--- config.mk ---
export PLATFORM = sky130hd
export DESIGN_NAME = fetch_stage
export DESIGN_NICKNAME = d
export VERILOG_FILES = /design/src/rtl/fetch_pkg.sv /design/src/rtl/fetch_queue.sv /design/src/rtl/fetch_stage.sv
export SDC_FILE = /design/constraint.sdc
export NUM_CORES = 1
export LEC_CHECK = 0
export ABC_AREA = 1
export BUFFER_PORTS_ARGS = -buffer_cell sky130_fd_sc_hd__clkbuf_2
export CORE_AREA = 2 2 137 139
export DETAILED_ROUTE_END_ITERATION = 16
export DIE_AREA = 0 0 139 141
export GPL_ROUTABILITY_DRIVEN = 0
export PLACE_DENSITY = 0.83
export SLEW_MARGIN = 25
export SYNTH_ARGS = -nofsm -noshare
export SYNTH_HDL_FRONTEND = slang
export SYNTH_SLANG_ARGS = --single-unit
export TNS_END_PERCENT = 5
--- constraint.sdc ---
create_clock -name clk -period 8.5 [get_ports clk]
set_input_delay 0.85 -clock clk [delete_from_list [all_inputs] [get_ports clk]]
set_output_delay 0.85 -clock clk [all_outputs]
set_load 0.01 [all_outputs]
--- src/rtl/fetch_pkg.sv ---
// Shared fetch/decode definitions: redirect-select encoding and fetch FSM states.
package fetch_pkg;

    localparam logic [1:0] NPC_SEQ = 2'd0;
    localparam logic [1:0] NPC_BR  = 2'd1;
    localparam logic [1:0] NPC_JMP = 2'd2;

    typedef enum logic [1:0] {
        BOOT  = 2'd0,
        RUN   = 2'd1,
        FLUSH = 2'd2
    } fetch_state_t;

    // Encoding 3 is reserved and behaves like sequential fetch.
    function automatic logic is_redirect(input logic [1:0] sel);
        return (sel == NPC_BR) || (sel == NPC_JMP);
    endfunction

endpackage

--- src/rtl/fetch_queue.sv ---
// Small synchronous FIFO with flush; head is read straight from the storage registers.
module fetch_queue #(
    parameter int DEPTH = 2,
    parameter int WIDTH = 32,
    localparam int CW = $clog2(DEPTH + 1)
) (
    input  logic             clk,
    input  logic             rst,
    input  logic             push,
    input  logic [WIDTH-1:0] push_data,
    input  logic             pop,
    input  logic             flush,
    output logic [CW-1:0]    count,
    output logic [WIDTH-1:0] head
);

    localparam int AW = $clog2(DEPTH);

    logic [WIDTH-1:0] mem_q [DEPTH];
    logic [AW-1:0]    wr_ptr_q;
    logic [AW-1:0]    rd_ptr_q;
    logic [CW-1:0]    count_q;
    logic             push_ok;
    logic             pop_ok;

    assign push_ok = push && (count_q != CW'(DEPTH));
    assign pop_ok  = pop && (count_q != '0);

    // DEPTH is a power of two, so the pointers wrap on their own.
    always_ff @(posedge clk or posedge rst) begin
        if (rst) begin
            wr_ptr_q <= '0;
            rd_ptr_q <= '0;
            count_q  <= '0;
        end else if (flush) begin
            wr_ptr_q <= '0;
            rd_ptr_q <= '0;
            count_q  <= '0;
        end else begin
            if (push_ok) begin
                wr_ptr_q <= wr_ptr_q + AW'(1);
            end
            if (pop_ok) begin
                rd_ptr_q <= rd_ptr_q + AW'(1);
            end
            count_q <= count_q + CW'(push_ok) - CW'(pop_ok);
        end
    end

    always_ff @(posedge clk) begin
        if (push_ok && !flush) begin
            mem_q[wr_ptr_q] <= push_data;
        end
    end

    assign head  = mem_q[rd_ptr_q];
    assign count = count_q;

endmodule

--- src/rtl/fetch_stage.sv ---
// Instruction fetch stage: PC, credit-limited imem requests, in-order response queue, redirect flush.
// Optional FETCH_STALL_CNT_EN adds the stall_cycles counter output.
module fetch_stage
    import fetch_pkg::*;
#(
    parameter int                    INST_BIT_WIDTH = 32,
    parameter int                    ADDR_WIDTH     = 32,
    parameter logic [ADDR_WIDTH-1:0] RESET_PC       = '0,
    parameter int                    PC_INC         = 4,
    parameter int                    QUEUE_DEPTH    = 2
) (
    input  logic                      clk,
    input  logic                      reset,
    input  logic [1:0]                nextpc_mux,
    input  logic [ADDR_WIDTH-1:0]     branch_target,
    input  logic [ADDR_WIDTH-1:0]     jump_target,
    output logic                      imem_req_valid,
    input  logic                      imem_req_ready,
    output logic [ADDR_WIDTH-1:0]     imem_addr,
    input  logic                      imem_rsp_valid,
    input  logic [INST_BIT_WIDTH-1:0] imem_rsp_data,
    output logic                      inst_valid,
    input  logic                      inst_ready,
    output logic [INST_BIT_WIDTH-1:0] inst,
    output logic [ADDR_WIDTH-1:0]     inst_pc
`ifdef FETCH_STALL_CNT_EN
    ,
    output logic [31:0]               stall_cycles
`endif
);

    localparam int CW  = $clog2(QUEUE_DEPTH + 1);
    localparam int IQW = INST_BIT_WIDTH + ADDR_WIDTH;

    fetch_state_t          state_q, state_d;
    logic [ADDR_WIDTH-1:0] pc_q, pc_d;
    logic [CW-1:0]         drop_q, drop_d;

    logic                  redirect;
    logic [ADDR_WIDTH-1:0] target;
    logic                  credit_ok;
    logic                  accept;
    logic [CW-1:0]         inflight;
    logic [CW-1:0]         inflight_after;
    logic                  rsp_keep;
    logic                  inst_pop;

    logic [CW-1:0]         iq_count;
    logic [IQW-1:0]        iq_head;
    logic [ADDR_WIDTH-1:0] pcq_head;

    assign redirect = (state_q != BOOT) && is_redirect(nextpc_mux);
    assign target   = (nextpc_mux == NPC_BR) ? branch_target : jump_target;

    // Queued plus outstanding never exceeds the queue size, so every response has a slot.
    assign credit_ok      = ({1'b0, iq_count} + {1'b0, inflight}) < (CW + 1)'(QUEUE_DEPTH);
    assign imem_req_valid = (state_q == RUN) && credit_ok && !redirect;
    assign imem_addr      = pc_q;
    assign accept         = imem_req_valid && imem_req_ready;

    assign inflight_after = inflight + CW'(accept) - CW'(imem_rsp_valid);

    assign rsp_keep = imem_rsp_valid && !redirect && (drop_q == '0);
    assign inst_pop = inst_valid && inst_ready;

    // Tags of outstanding requests; its occupancy is the in-flight count.
    fetch_queue #(
        .DEPTH (QUEUE_DEPTH),
        .WIDTH (ADDR_WIDTH)
    ) u_pc_fifo (
        .clk       (clk),
        .rst       (reset),
        .push      (accept),
        .push_data (pc_q),
        .pop       (imem_rsp_valid),
        .flush     (1'b0),
        .count     (inflight),
        .head      (pcq_head)
    );

    fetch_queue #(
        .DEPTH (QUEUE_DEPTH),
        .WIDTH (IQW)
    ) u_inst_queue (
        .clk       (clk),
        .rst       (reset),
        .push      (rsp_keep),
        .push_data ({imem_rsp_data, pcq_head}),
        .pop       (inst_pop),
        .flush     (redirect),
        .count     (iq_count),
        .head      (iq_head)
    );

    assign inst_valid = (iq_count != '0);
    assign inst       = inst_valid ? iq_head[IQW-1 -: INST_BIT_WIDTH] : '0;
    assign inst_pc    = inst_valid ? iq_head[ADDR_WIDTH-1:0] : '0;

    always_comb begin
        state_d = state_q;
        pc_d    = pc_q;
        drop_d  = drop_q;
        unique case (state_q)
            BOOT: begin
                state_d = RUN;
            end
            RUN: begin
                if (redirect) begin
                    pc_d    = target;
                    drop_d  = inflight_after;
                    state_d = (inflight_after != '0) ? FLUSH : RUN;
                end else if (accept) begin
                    pc_d = pc_q + ADDR_WIDTH'(PC_INC);
                end
            end
            FLUSH: begin
                // No requests here, so every outstanding response is wrong-path.
                if (redirect) begin
                    pc_d   = target;
                    drop_d = inflight_after;
                end else if (imem_rsp_valid && (drop_q != '0)) begin
                    drop_d = drop_q - CW'(1);
                end
                state_d = (drop_d == '0) ? RUN : FLUSH;
            end
            default: begin
                state_d = BOOT;
            end
        endcase
    end

    always_ff @(posedge clk or posedge reset) begin
        if (reset) begin
            state_q <= BOOT;
            pc_q    <= RESET_PC;
            drop_q  <= '0;
        end else begin
            state_q <= state_d;
            pc_q    <= pc_d;
            drop_q  <= drop_d;
        end
    end

`ifdef FETCH_STALL_CNT_EN
    logic [31:0] stall_q, stall_d;

    always_comb begin
        stall_d = stall_q;
        if (inst_ready && !inst_valid && (state_q != BOOT) && (stall_q != '1)) begin
            stall_d = stall_q + 32'd1;
        end
    end

    always_ff @(posedge clk or posedge reset) begin
        if (reset) begin
            stall_q <= '0;
        end else begin
            stall_q <= stall_d;
        end
    end

    assign stall_cycles = stall_q;
`endif

endmodule
Yosys cells after proc, flatten, opt, wreduce, memory -nomap -nowiden
Memory sizes are Yosys's and may differ from the RTL's.
Cells that the tools add are included.
Word-level totals
  bits in registers: 44
  memories: 2
  logic and storage cells: 87
  memory bits (writable): 192
  output and inout port bits: 98
  input bits: 103
Memory list
  u_inst_queue.mem_q: words 2, bits a word 64, read ports 1, clocked after memory_dff 0, wr ports 1, line fetch_queue.sv:19  | logic [WIDTH-1:0] mem_q [DEPTH];
  u_pc_fifo.mem_q: words 2, bits a word 32, read ports 1, clocked after memory_dff 0, wr ports 1, line fetch_queue.sv:19
Cells by class
  add/subtract/negate cells: 13
  equal/unequal tests: 9
  mux-type cells: 25
  order comparisons: 1
  reduce and logical (&&, ||, !) cells: 28
Operators by type and width (number)
  $mux 32: 6
  $pmux 32 s2: 1
  $add 32x3->32 const B: 1
  $mux 2: 8
  $reduce_bool 2->1: 8
  $logic_and 1x1->1: 13
  $mux 1: 8
  $add 2x1->2: 3
  $logic_not 2->1: 3
  $pmux 2 s3: 1
  $sub 2x1->2: 3
  $add 1x1->1 const B: 4
  $eq 2x1->1 const B: 2
  $eq 2x2->1 const B: 2
  $ne 2x1->1 const B: 2
  $ne 2x2->1 const B: 2
  $pmux 2 s2: 1
  $add 2x2->3: 1
  $lt 3x2->1 const B: 1
  $ne 3x2->1 const B: 1
  $reduce_and 3->1: 1
  $reduce_and 2->1: 1
  $sub 2x1->2 const B: 1
  $logic_not 1->1: 1
  $logic_or 1x1->1: 1

Longest topological paths before layout
Gate-level depths: netlist of the first run.
  depth in word-level cells: 13
  mapped depth: 16
  mapped depth without buffers: 16

Hierarchy
Synthesis of the first run repeated with hierarchy kept, for this count alone.
Unflattened totals
  cell total of the unflattened synthesis: 1269
  area, all modules: 11421.0 um^2
Modules (own cells, without submodules)
  fetch_queue at u_inst_queue: area an instance 4947.2 um^2, cells each 369, seq. area each 3943.8 um^2, instances 1
  fetch_stage: area an instance 3838.7 um^2, cells each 698, seq. area each 900.9 um^2, instances 1
  fetch_queue at u_pc_fifo: area an instance 2635.0 um^2, cells each 202, seq. area each 2021.9 um^2, instances 1

Worst setup path after synthesis of the first run
OpenSTA, ideal clock, no wires.
  kind: in2reg
  from: input nextpc_mux[1]
  to: memory u_inst_queue.mem_q[1][0] (netlist bit), enable pin
  required time: 8.012 ns
  arrival time: 4.257 ns
  path slack: 3.755 ns
  cell stages on the path: 6
  path buffers: 0
  setup time: 0.488 ns
  cell sequence: inv_1 > ha_1 > nor2_8 > inv_4 > nand4_1 > nor2_1
On the way
  word-level cells in the longest chain between the ends: 10
  elaborated cells between the ends (all ways): 11
  classes of those cells: eq/ne: 2; mux: 2; reduce/logical: 7
Ends and longest elaborated chain
  from (decl): line fetch_stage.sv:14  | input logic [1:0] nextpc_mux,
  $eq 2x1->1 or $eq 2x2->1 (tied branches): line fetch_pkg.sv:16  | return (sel == NPC_BR) || (sel == NPC_JMP);
  $logic_or 1x1->1 (*): line fetch_pkg.sv:16
  $logic_and 1x1->1 (*): line fetch_stage.sv:52  | assign redirect = (state_q != BOOT) && is_redirect(nextpc_mux);
  $logic_not 1->1 (*): line fetch_queue.sv:51, fetch_stage.sv:63
  $logic_and 1x1->1 (2 in a row): line fetch_stage.sv:63  | assign rsp_keep = imem_rsp_valid && !redirect && (drop_q == '0);
  $logic_and 1x1->1: line fetch_queue.sv:26  | assign push_ok = push && (count_q != CW'(DEPTH));
  $logic_and 1x1->1 (*): line fetch_queue.sv:51  | if (push_ok && !flush) begin
  $mux 1 (*): line fetch_queue.sv:51
  $mux 1 (implied by the code) (*): line fetch_queue.sv:52  | mem_q[wr_ptr_q] <= push_data;
  to (decl): line fetch_queue.sv:19
Every way passes the cells marked *; elsewhere a longest branch is shown, timed or not.

Worst setup path in the final report of the first run
  from: register u_inst_queue.rd_ptr_q
  to: output inst_pc[6]
On the way
  word-level cells in the longest chain between the ends: 2
Ends and longest elaborated chain
  from (decl): line fetch_queue.sv:21  | logic [AW-1:0] rd_ptr_q;
  from (signal assigned): line fetch_queue.sv:44  | rd_ptr_q <= rd_ptr_q + AW'(1);
  $mem_v2 2x64
  $mux 32: line fetch_stage.sv:97  | assign inst_pc = inst_valid ? iq_head[ADDR_WIDTH-1:0] : '0;
  to (decl): line fetch_stage.sv:25  | output logic [ADDR_WIDTH-1:0] inst_pc
Every way passes these cells.

==> out/qor.yml, run 1 <==
clock_network:
  post-cts-setup-buffers: 0
  clk_latency_ps: 490
  path_clk_slew_ps: 70
  clock_sinks: 236
  cts_buffers: 23
  holdBufCountCts: 0
  root_buffer: "clkbuf_16"
  cts_tree: "yes"
  cts_resized: 0
  cts-htree-levels: 1
  cts_buffer_depth: 3
critical_path:
  reg2reg_depth: 7
  timing.rr.end: "u_inst_queue.mem_q[1][26]"
  required_ps: 7650
  startpoint_type: "register"
  rrSetupSlack_ps: 5760
  crit_fanout: 66
  startpoint: "u_inst_queue.rd_ptr_q"
  crit_path_end: "inst_pc[6]"
  rr_startpoint: "state_q[1]"
  worstSetupEndpointType: "output port"
  path_class: "reg2out"
  arrival_ps: 2430
global_route:
  grt_pass1_vias: 7804
  grt_pass1_wl_um: 38600
  top_usage_layer: "met2"
  met3_usage_pct: 3.29
  grt_antenna_before_repair: 0
  track_usage_pct: 24.1
  grt.overflow.total: 0
  grt_max_degree: 68
  gr-usage-met1_pct: 34.5
  met2_usage_pct: 39.4
sta:
  final.period_utilization_pct: 38.6
  finalHoldViolations: 0
  fmax_ghz: 0.305
  tns_ps: 0
  setup_violations: 0
  worst_pin_slew_ps: 834
  rsz0062_at_grt: "false"
  min_period_ps: 3280
  finClkSkew_ps: 8.73
  finalMaxSlewViolations: 0
  timing.final.ws_setup_ps: 5220
  max-slew-margin-rel_pct: 44.4
final_layout:
  layout-drive-gt1-share_pct: 20.6
  antennaDiodeCount: 0
  num-fill-cells: 1358
  fin_area_um2: 12600
  layout.nets: 1385
  area_growth_pct: 17.4
route:
  vias: 8191
  via_per_inst: 5.40
  dr.pass1.iters: 6
  drtIter0Drc: 745
  wl_per_cell_um: 15.6
  wl_um: 23600
  antenna_left: 0
  drc: 0
die:
  dieArea_um2: 19600
  std_cell_rows: 50
  die_h_um: 141
  die_w_um: 139
  io_pins: 201
  start_util_pct: 58.6
  core-area_um2: 18300
place:
  placed_area_um2: 11900
  place_hpwl_um: 15700
  portBuffers: 200
  post-place-ws_ps: 5140
power:
  vdd_drop_max_uv: 247
  seqPwrFrac_pct: 42.3
  powerDensity_nw_per_um2: 340
  p_leak_nw: 5.41
  switching_power_w: 0.00169
  p_int_w: 0.00258
  power_frac_clock_pct: 22.1
  sw_frac_of_total_pct: 39.6
  combPwrFrac_pct: 35.5
logic_synthesis:
  syn_area_per_cell_um2: 9.88
  synthCells: 1083
  seq_area_frac_synth_pct: 64.2
  yosysWarnings: 0
  mappedNetlistNets: 1200
  ys_seq_elements: 236
  synth_area_um2: 10700
  synth.distinct_cells: 43
min_path:
  hold_class: "in2async"
flow_run:
  max_cap_viol_count: 0
outcome:
  outcome: "finished, final reports clean"
==> registers in the layout, summed over array words and instances, names as in the netlist <==
| name | count |
|---|---|
| u_inst_queue.wr_ptr_q | 1 |
| u_inst_queue.mem_q | 128 |
| state_q | 2 |
| u_inst_queue.count | 2 |
| u_pc_fifo.rd_ptr_q | 1 |
| u_pc_fifo.count | 2 |
| drop_q | 2 |
| u_pc_fifo.wr_ptr_q | 1 |
| imem_addr | 32 |
| u_pc_fifo.mem_q | 64 |
| u_inst_queue.rd_ptr_q | 1 |
==> layer usage <==
| layer | routed length [µm] | up-vias | part of all wire [%] |
|---|---|---|---|
| met5 | 0 | - | 0 |
| met4 | 469 | 0 | 2.0 |
| met3 | 1780 | 47 | 7.5 |
| met2 | 11200 | 358 | 47 |
| met1 | 10200 | 3804 | 43 |
| li1 | - | 3982 | - |
==> kinds of logic (layout without fill, tap and decap cells) <==
kind of cell | Yosys count | after routing | synth area share [%]
compound gates | 145 | 145 | 7.25
xor+xnor | 10 | 10 | 0.819
fa+ha+maj | 14 | 14 | 1.71
buf+inv | 114 | 315 | 4.50
flops | 236 | 236 | 64.2
mux | 3 | 3 | 0.281
simple gates | 561 | 561 | 21.3
==> cells in the final DEF (no fill, tap or decap), drive strengths merged, types with 2 or more instances in the layout <==
| master | netlist | final |
|---|---|---|
| nand2 | 411 | 411 |
| clkbuf | 24 | 230 |
| edfxtp | 192 | 192 |
| nor2 | 93 | 93 |
| a21oi | 87 | 87 |
| inv | 66 | 66 |
| dfrtp | 44 | 44 |
| o21ai | 39 | 39 |
| nand3 | 36 | 36 |
| ha | 13 | 13 |
| clkinv | 1 | 11 |
| a31oi | 8 | 8 |
| nor3 | 7 | 7 |
| buf | 23 | 7 |
| nand4 | 6 | 6 |
| xor2 | 6 | 6 |
| o22ai | 4 | 4 |
| nand3b | 4 | 4 |
| o211ai | 4 | 4 |
| xnor2 | 4 | 4 |
| mux2i | 3 | 3 |
| or2 | 2 | 2 |
==> power by group through the flow <==
stage               Combinational (W)  Clock, W  Sequential [W]
finish                        0.00152  0.000946         0.00181
global route                  0.00171   0.00101         0.00185
CTS                           0.00153  0.000960         0.00180
detailed placement            0.00152         0         0.00183
global placement              0.00147         0         0.00181
floorplan                     0.00108         0         0.00173
==> worst max-delay path, cell delays in order, from the launching register on <==
cell and delay, ps:
dfrtp_4 740, inv_4 610, nand2_1 110, a21oi_1 270, clkbuf_2 190
==> final cells by class <==
type / instances / area (µm²) / share of cell area [%]
tap: 234 / 293 / 2.33
sequential: 236 / 6870 / 54.7
clock inverter: 11 / 81.3 / 0.648
clock buffer: 30 / 622 / 4.95
multi-input combinational: 733 / 3380 / 26.9
timing repair buffer: 207 / 1050 / 8.39
inverter: 67 / 262 / 2.08
==> how the worst min path moves through the flow <==
| stage | to | slack [ps] | depth (start not counted) |
|---|---|---|---|
| after floorplan | u_pc_fifo.wr_ptr_q | 460 | 1 |
| after global placement | u_pc_fifo.wr_ptr_q | 490 | 1 |
| after detailed placement | u_pc_fifo.wr_ptr_q | 510 | 1 |
| after CTS | imem_addr[3] | 510 | 3 |
| after global routing | u_inst_queue.mem_q[0][49] | 530 | 1 |
| final | imem_addr[3] | 500 | 3 |
==> stage by stage <==
stage               power [W]  hold slack, ps  utilization (%)  instances
floorplan             0.00281             463                -       1083
global placement      0.00328             495             64.9       1477
detailed placement    0.00335             507             64.9       1477
CTS                   0.00430             508             68.7       1518
global route          0.00457             529             68.8       1518
finish                0.00427             496             68.8       1518
==> Yosys cell counts <==
| cell | instances | area share (%) |
|---|---|---|
| a21oi_1 | 86 | 4.0 |
| a21oi_4 | 1 | 0.15 |
| a22oi_1 | 1 | 0.070 |
| a31oi_1 | 7 | 0.41 |
| a31oi_2 | 1 | 0.12 |
| and2_1 | 1 | 0.059 |
| buf_1 | 10 | 0.35 |
| buf_2 | 9 | 0.42 |
| buf_6 | 3 | 0.32 |
| buf_8 | 1 | 0.14 |
| clkbuf_1 | 23 | 0.81 |
| clkbuf_2 | 1 | 0.047 |
| clkinv_1 | 1 | 0.035 |
| dfrtp_1 | 44 | 10 |
| edfxtp_1 | 192 | 54 |
| fa_1 | 1 | 0.19 |
| ha_1 | 13 | 1.5 |
| inv_1 | 63 | 2.2 |
| inv_2 | 1 | 0.035 |
| inv_4 | 1 | 0.059 |
| inv_6 | 1 | 0.082 |
| mux2i_1 | 3 | 0.28 |
| nand2_1 | 408 | 14 |
| nand2_2 | 2 | 0.12 |
| nand2_4 | 1 | 0.11 |
| nand3_1 | 35 | 1.6 |
| nand3_2 | 1 | 0.094 |
| nand3b_1 | 4 | 0.28 |
| nand4_1 | 6 | 0.35 |
| nor2_1 | 87 | 3.1 |
| nor2_2 | 3 | 0.18 |
| nor2_8 | 3 | 0.56 |
| nor3_1 | 7 | 0.33 |
| nor4_1 | 1 | 0.059 |
| o211ai_1 | 4 | 0.28 |
| o21ai_0 | 37 | 1.7 |
| o21ai_1 | 2 | 0.094 |
| o21bai_1 | 1 | 0.070 |
| o22ai_1 | 4 | 0.23 |
| o31ai_1 | 1 | 0.070 |
| or2_2 | 2 | 0.12 |
| xnor2_1 | 4 | 0.33 |
| xor2_1 | 6 | 0.49 |
(Power assumes the default switching activity.)
==> inputs of run 2 (changes only) <==
--- a/config.mk
+++ b/config.mk
@@ -7,11 +7,11 @@
 export LEC_CHECK = 0
 export ABC_AREA = 1
 export BUFFER_PORTS_ARGS = -buffer_cell sky130_fd_sc_hd__clkbuf_2
-export CORE_AREA = 2 2 137 139
+export CORE_AREA = 2 2 142 144
 export DETAILED_ROUTE_END_ITERATION = 16
-export DIE_AREA = 0 0 139 141
+export DIE_AREA = 0 0 144 146
 export GPL_ROUTABILITY_DRIVEN = 0
-export PLACE_DENSITY = 0.83
+export PLACE_DENSITY = 0.78
 export SLEW_MARGIN = 25
 export SYNTH_ARGS = -nofsm -noshare
 export SYNTH_HDL_FRONTEND = slang
==> constraint.sdc (replaced) <==
create_clock -name clk -period 3.1 [get_ports clk]
set_input_delay 0.31 -clock clk [delete_from_list [all_inputs] [get_ports clk]]
set_output_delay 0.31 -clock clk [all_outputs]
set_load 0.01 [all_outputs]
==> out/qor.yml, run 2 (same netlist as run 1, synthesis figures left out) <==
critical_path:
  arrival_ps: 2160  # -270 ps
  slowest_stage: "fa_1"
  required_ps: 2790  # -4860 ps
  crit_fanout: 3  # -95%
  cpPeakStageDelay_ps: 460  # -280 ps
  crit_chain: "nand2_1, inv_1, fa_1, nor4_1, clkbuf_2"
  worstSetupEndpointType: "output port"
  path_class: "reg2out"
  startpoint_type: "register"
power:
  sw_frac_of_total_pct: 39.1  # -0.57 points
  combPwrFrac_pct: 36.6  # +1.1 points
  p_leak_nw: 5.61  # +3.7%
  switching_power_w: 0.00472  # +180%
  powerDensity_nw_per_um2: 923  # +170%
  power_frac_clock_pct: 23.5  # +1.4 points
  p_int_w: 0.00736  # +190%
  vdd_drop_max_uv: 538  # +120%
  seqPwrFrac_pct: 39.9  # -2.4 points
sta:
  finalHoldViolations: 0  # unchanged
  max-slew-margin-rel_pct: 38.3  # -6.1 points
  min_period_ps: 2470
  worst_pin_slew_ps: 920  # +86.4 ps
  fmax_ghz: 0.405
  finClkSkew_ps: 14.5  # +5.75 ps
  final.period_utilization_pct: 79.6
  holdWs_ps: 35.8  # -460 ps
  setup_violations: 0  # unchanged
  rsz0062_at_grt: "false"
  finalMaxSlewViolations: 0  # unchanged
route:
  met2_length_um: 11400  # +2.4%
  via_per_inst: 5.18  # -4.1%
  drc: 0  # unchanged
  wl_per_cell_um: 15.3  # -1.7%
  antenna_left: 0  # unchanged
  m1WireLength_um: 10300  # +0.57%
  dr.pass1.iters: 5  # -1
  vias: 8220  # +0.35%
  drtIter0Drc: 765  # +2.7%
  wl_um: 24300  # +2.8%
  highest_layer: "met4"
  routed-wl-met3_um: 2020  # +13%
clock_network:
  cts_buffers: 24  # +4.3%
  path_clk_slew_ps: 60  # about the same
  clk_latency_ps: 520  # +30 ps
  cts_buffer_depth: 3  # unchanged
  post-cts-setup-buffers: 0  # unchanged
  clock_sinks: 236  # unchanged
  cts_tree: "yes"
  root_buffer: "clkbuf_16"
  cts-htree-levels: 1  # unchanged
global_route:
  grt.overflow.total: 0  # unchanged
  grt_max_degree: 66  # -2.9%
  grt_pass1_vias: 7835  # +0.40%
  grt_antenna_before_repair: 0  # unchanged
  grt_pass1_wl_um: 38200  # -0.95%
  track_usage_pct: 22.8  # -1.3 points
min_path:
  hold_class: "in2reg"
flow_run:
  max_cap_viol_count: 0  # unchanged
final_layout:
  layout.nets: 1424  # +2.8%
  largest_reg_flops: 128  # unchanged
  antennaDiodeCount: 0  # unchanged
  layout_common_cells: "408 x nand2_1, 200 x clkbuf_2, 192 x edfxtp_1"
  regMostFlops: "u_inst_queue.mem_q"
  final_cell_count_no_fill: 1588  # +4.6%
  layout-drive-gt1-share_pct: 20.6  # about the same
  num-fill-cells: 1437  # +5.8%
  area_growth_pct: 22.2
  layout_commonest_cell: "nand2_1"
outcome:
  outcome: "finished, final reports clean"
die:
  io_pins: 201  # unchanged
  start_util_pct: 55.3  # -3.2 points
  die_w_um: 144  # +3.6%
  std_cell_rows: 51  # +2.0%
  core-area_um2: 19300  # +5.8%
  die_h_um: 146  # +3.5%
  dieArea_um2: 21000  # +7.3%
place:
  place_hpwl_um: 15500  # -1.3%
  portBuffers: 200  # unchanged
  dp.cells: 1513  # +2.4%
[run 2: cell count changes in the layout (fill, tap and decap cells not counted), moves of 3 or more]
cell	delta
dlygate4sd3_1	+33
buf_12	+3
clkinvlp_4	+3
clkinv_1	-4
[run 2: power groups by stage]
stage                     sequential (W)  clock [W]  combinational (W)
after CTS                        0.00480    0.00289            0.00442
after global placement           0.00483          0            0.00427
after floorplan                  0.00472          0            0.00297
after detailed placement         0.00486          0            0.00435
final                            0.00481    0.00284            0.00442
after global routing             0.00488    0.00302            0.00497
[run 2: critical path, delay by kind of cell, from the launching register on]
kind                     cells  cell delay, ps
flip-flops                   1             410
adder cells (fa/ha/maj)      1             460
buffers and inverters        2             250
AND/OR/NAND/NOR              2             520
[run 2: final timing paths]
kind | slack [ps] | to | startpoint | cells past startpoint
max | 630 | imem_req_valid | u_inst_queue.count[0] | 5
min | 40 | imem_addr[0] | branch_target[0] | 3
max reg2reg | 630 | u_pc_fifo.mem_q[1][25] | u_inst_queue.count[0] | 9
min reg2reg | 510 | u_pc_fifo.wr_ptr_q | u_pc_fifo.wr_ptr_q | 1
max in group asynchronous | 2160 | u_inst_queue.rd_ptr_q | reset | 4
min in group asynchronous | 190 | drop_q[1] | reset | 3
[run 2: timing repair]
action | 4_1_cts | 5_1_grt
hold buffers | 33 | 0
endpoints found under the hold margin | 68 | 0
resized for setup | 0 | 0
[run 2: routing by layer]
layer  vias to the layer above  global-route usage [%]
li1                       4064                       -
met1                      3752                    31.5
met2                       359                    37.1
met3                        45                    3.69
met4                         0                    7.65
met5                         -                       0
[run 2: cell type report]
| class | count | area, µm² | area share [%] |
|---|---|---|---|
| clock buffers | 33 | 676 | 5.17 |
| clock inverters | 9 | 106 | 0.813 |
| inverters | 67 | 259 | 1.98 |
| multi-input cells | 733 | 3380 | 25.8 |
| flip-flops and latches | 236 | 6870 | 52.5 |
| well taps | 265 | 332 | 2.54 |
| repair buffers | 245 | 1460 | 11.2 |
[run 2: stage by stage]
stage,utilization [%],setup WS (ps),TNS [ps],power [W],cell area [µm²]
after floorplan,-,-142,-17220,0.00769,10700
after global placement,61.9,688,0,0.00910,12000
after detailed placement,61.9,615,0,0.00921,12000
after CTS,67.6,612,0,0.0121,13100
after global routing,67.6,444,0,0.0129,13100
final,67.6,631,0,0.0121,13100
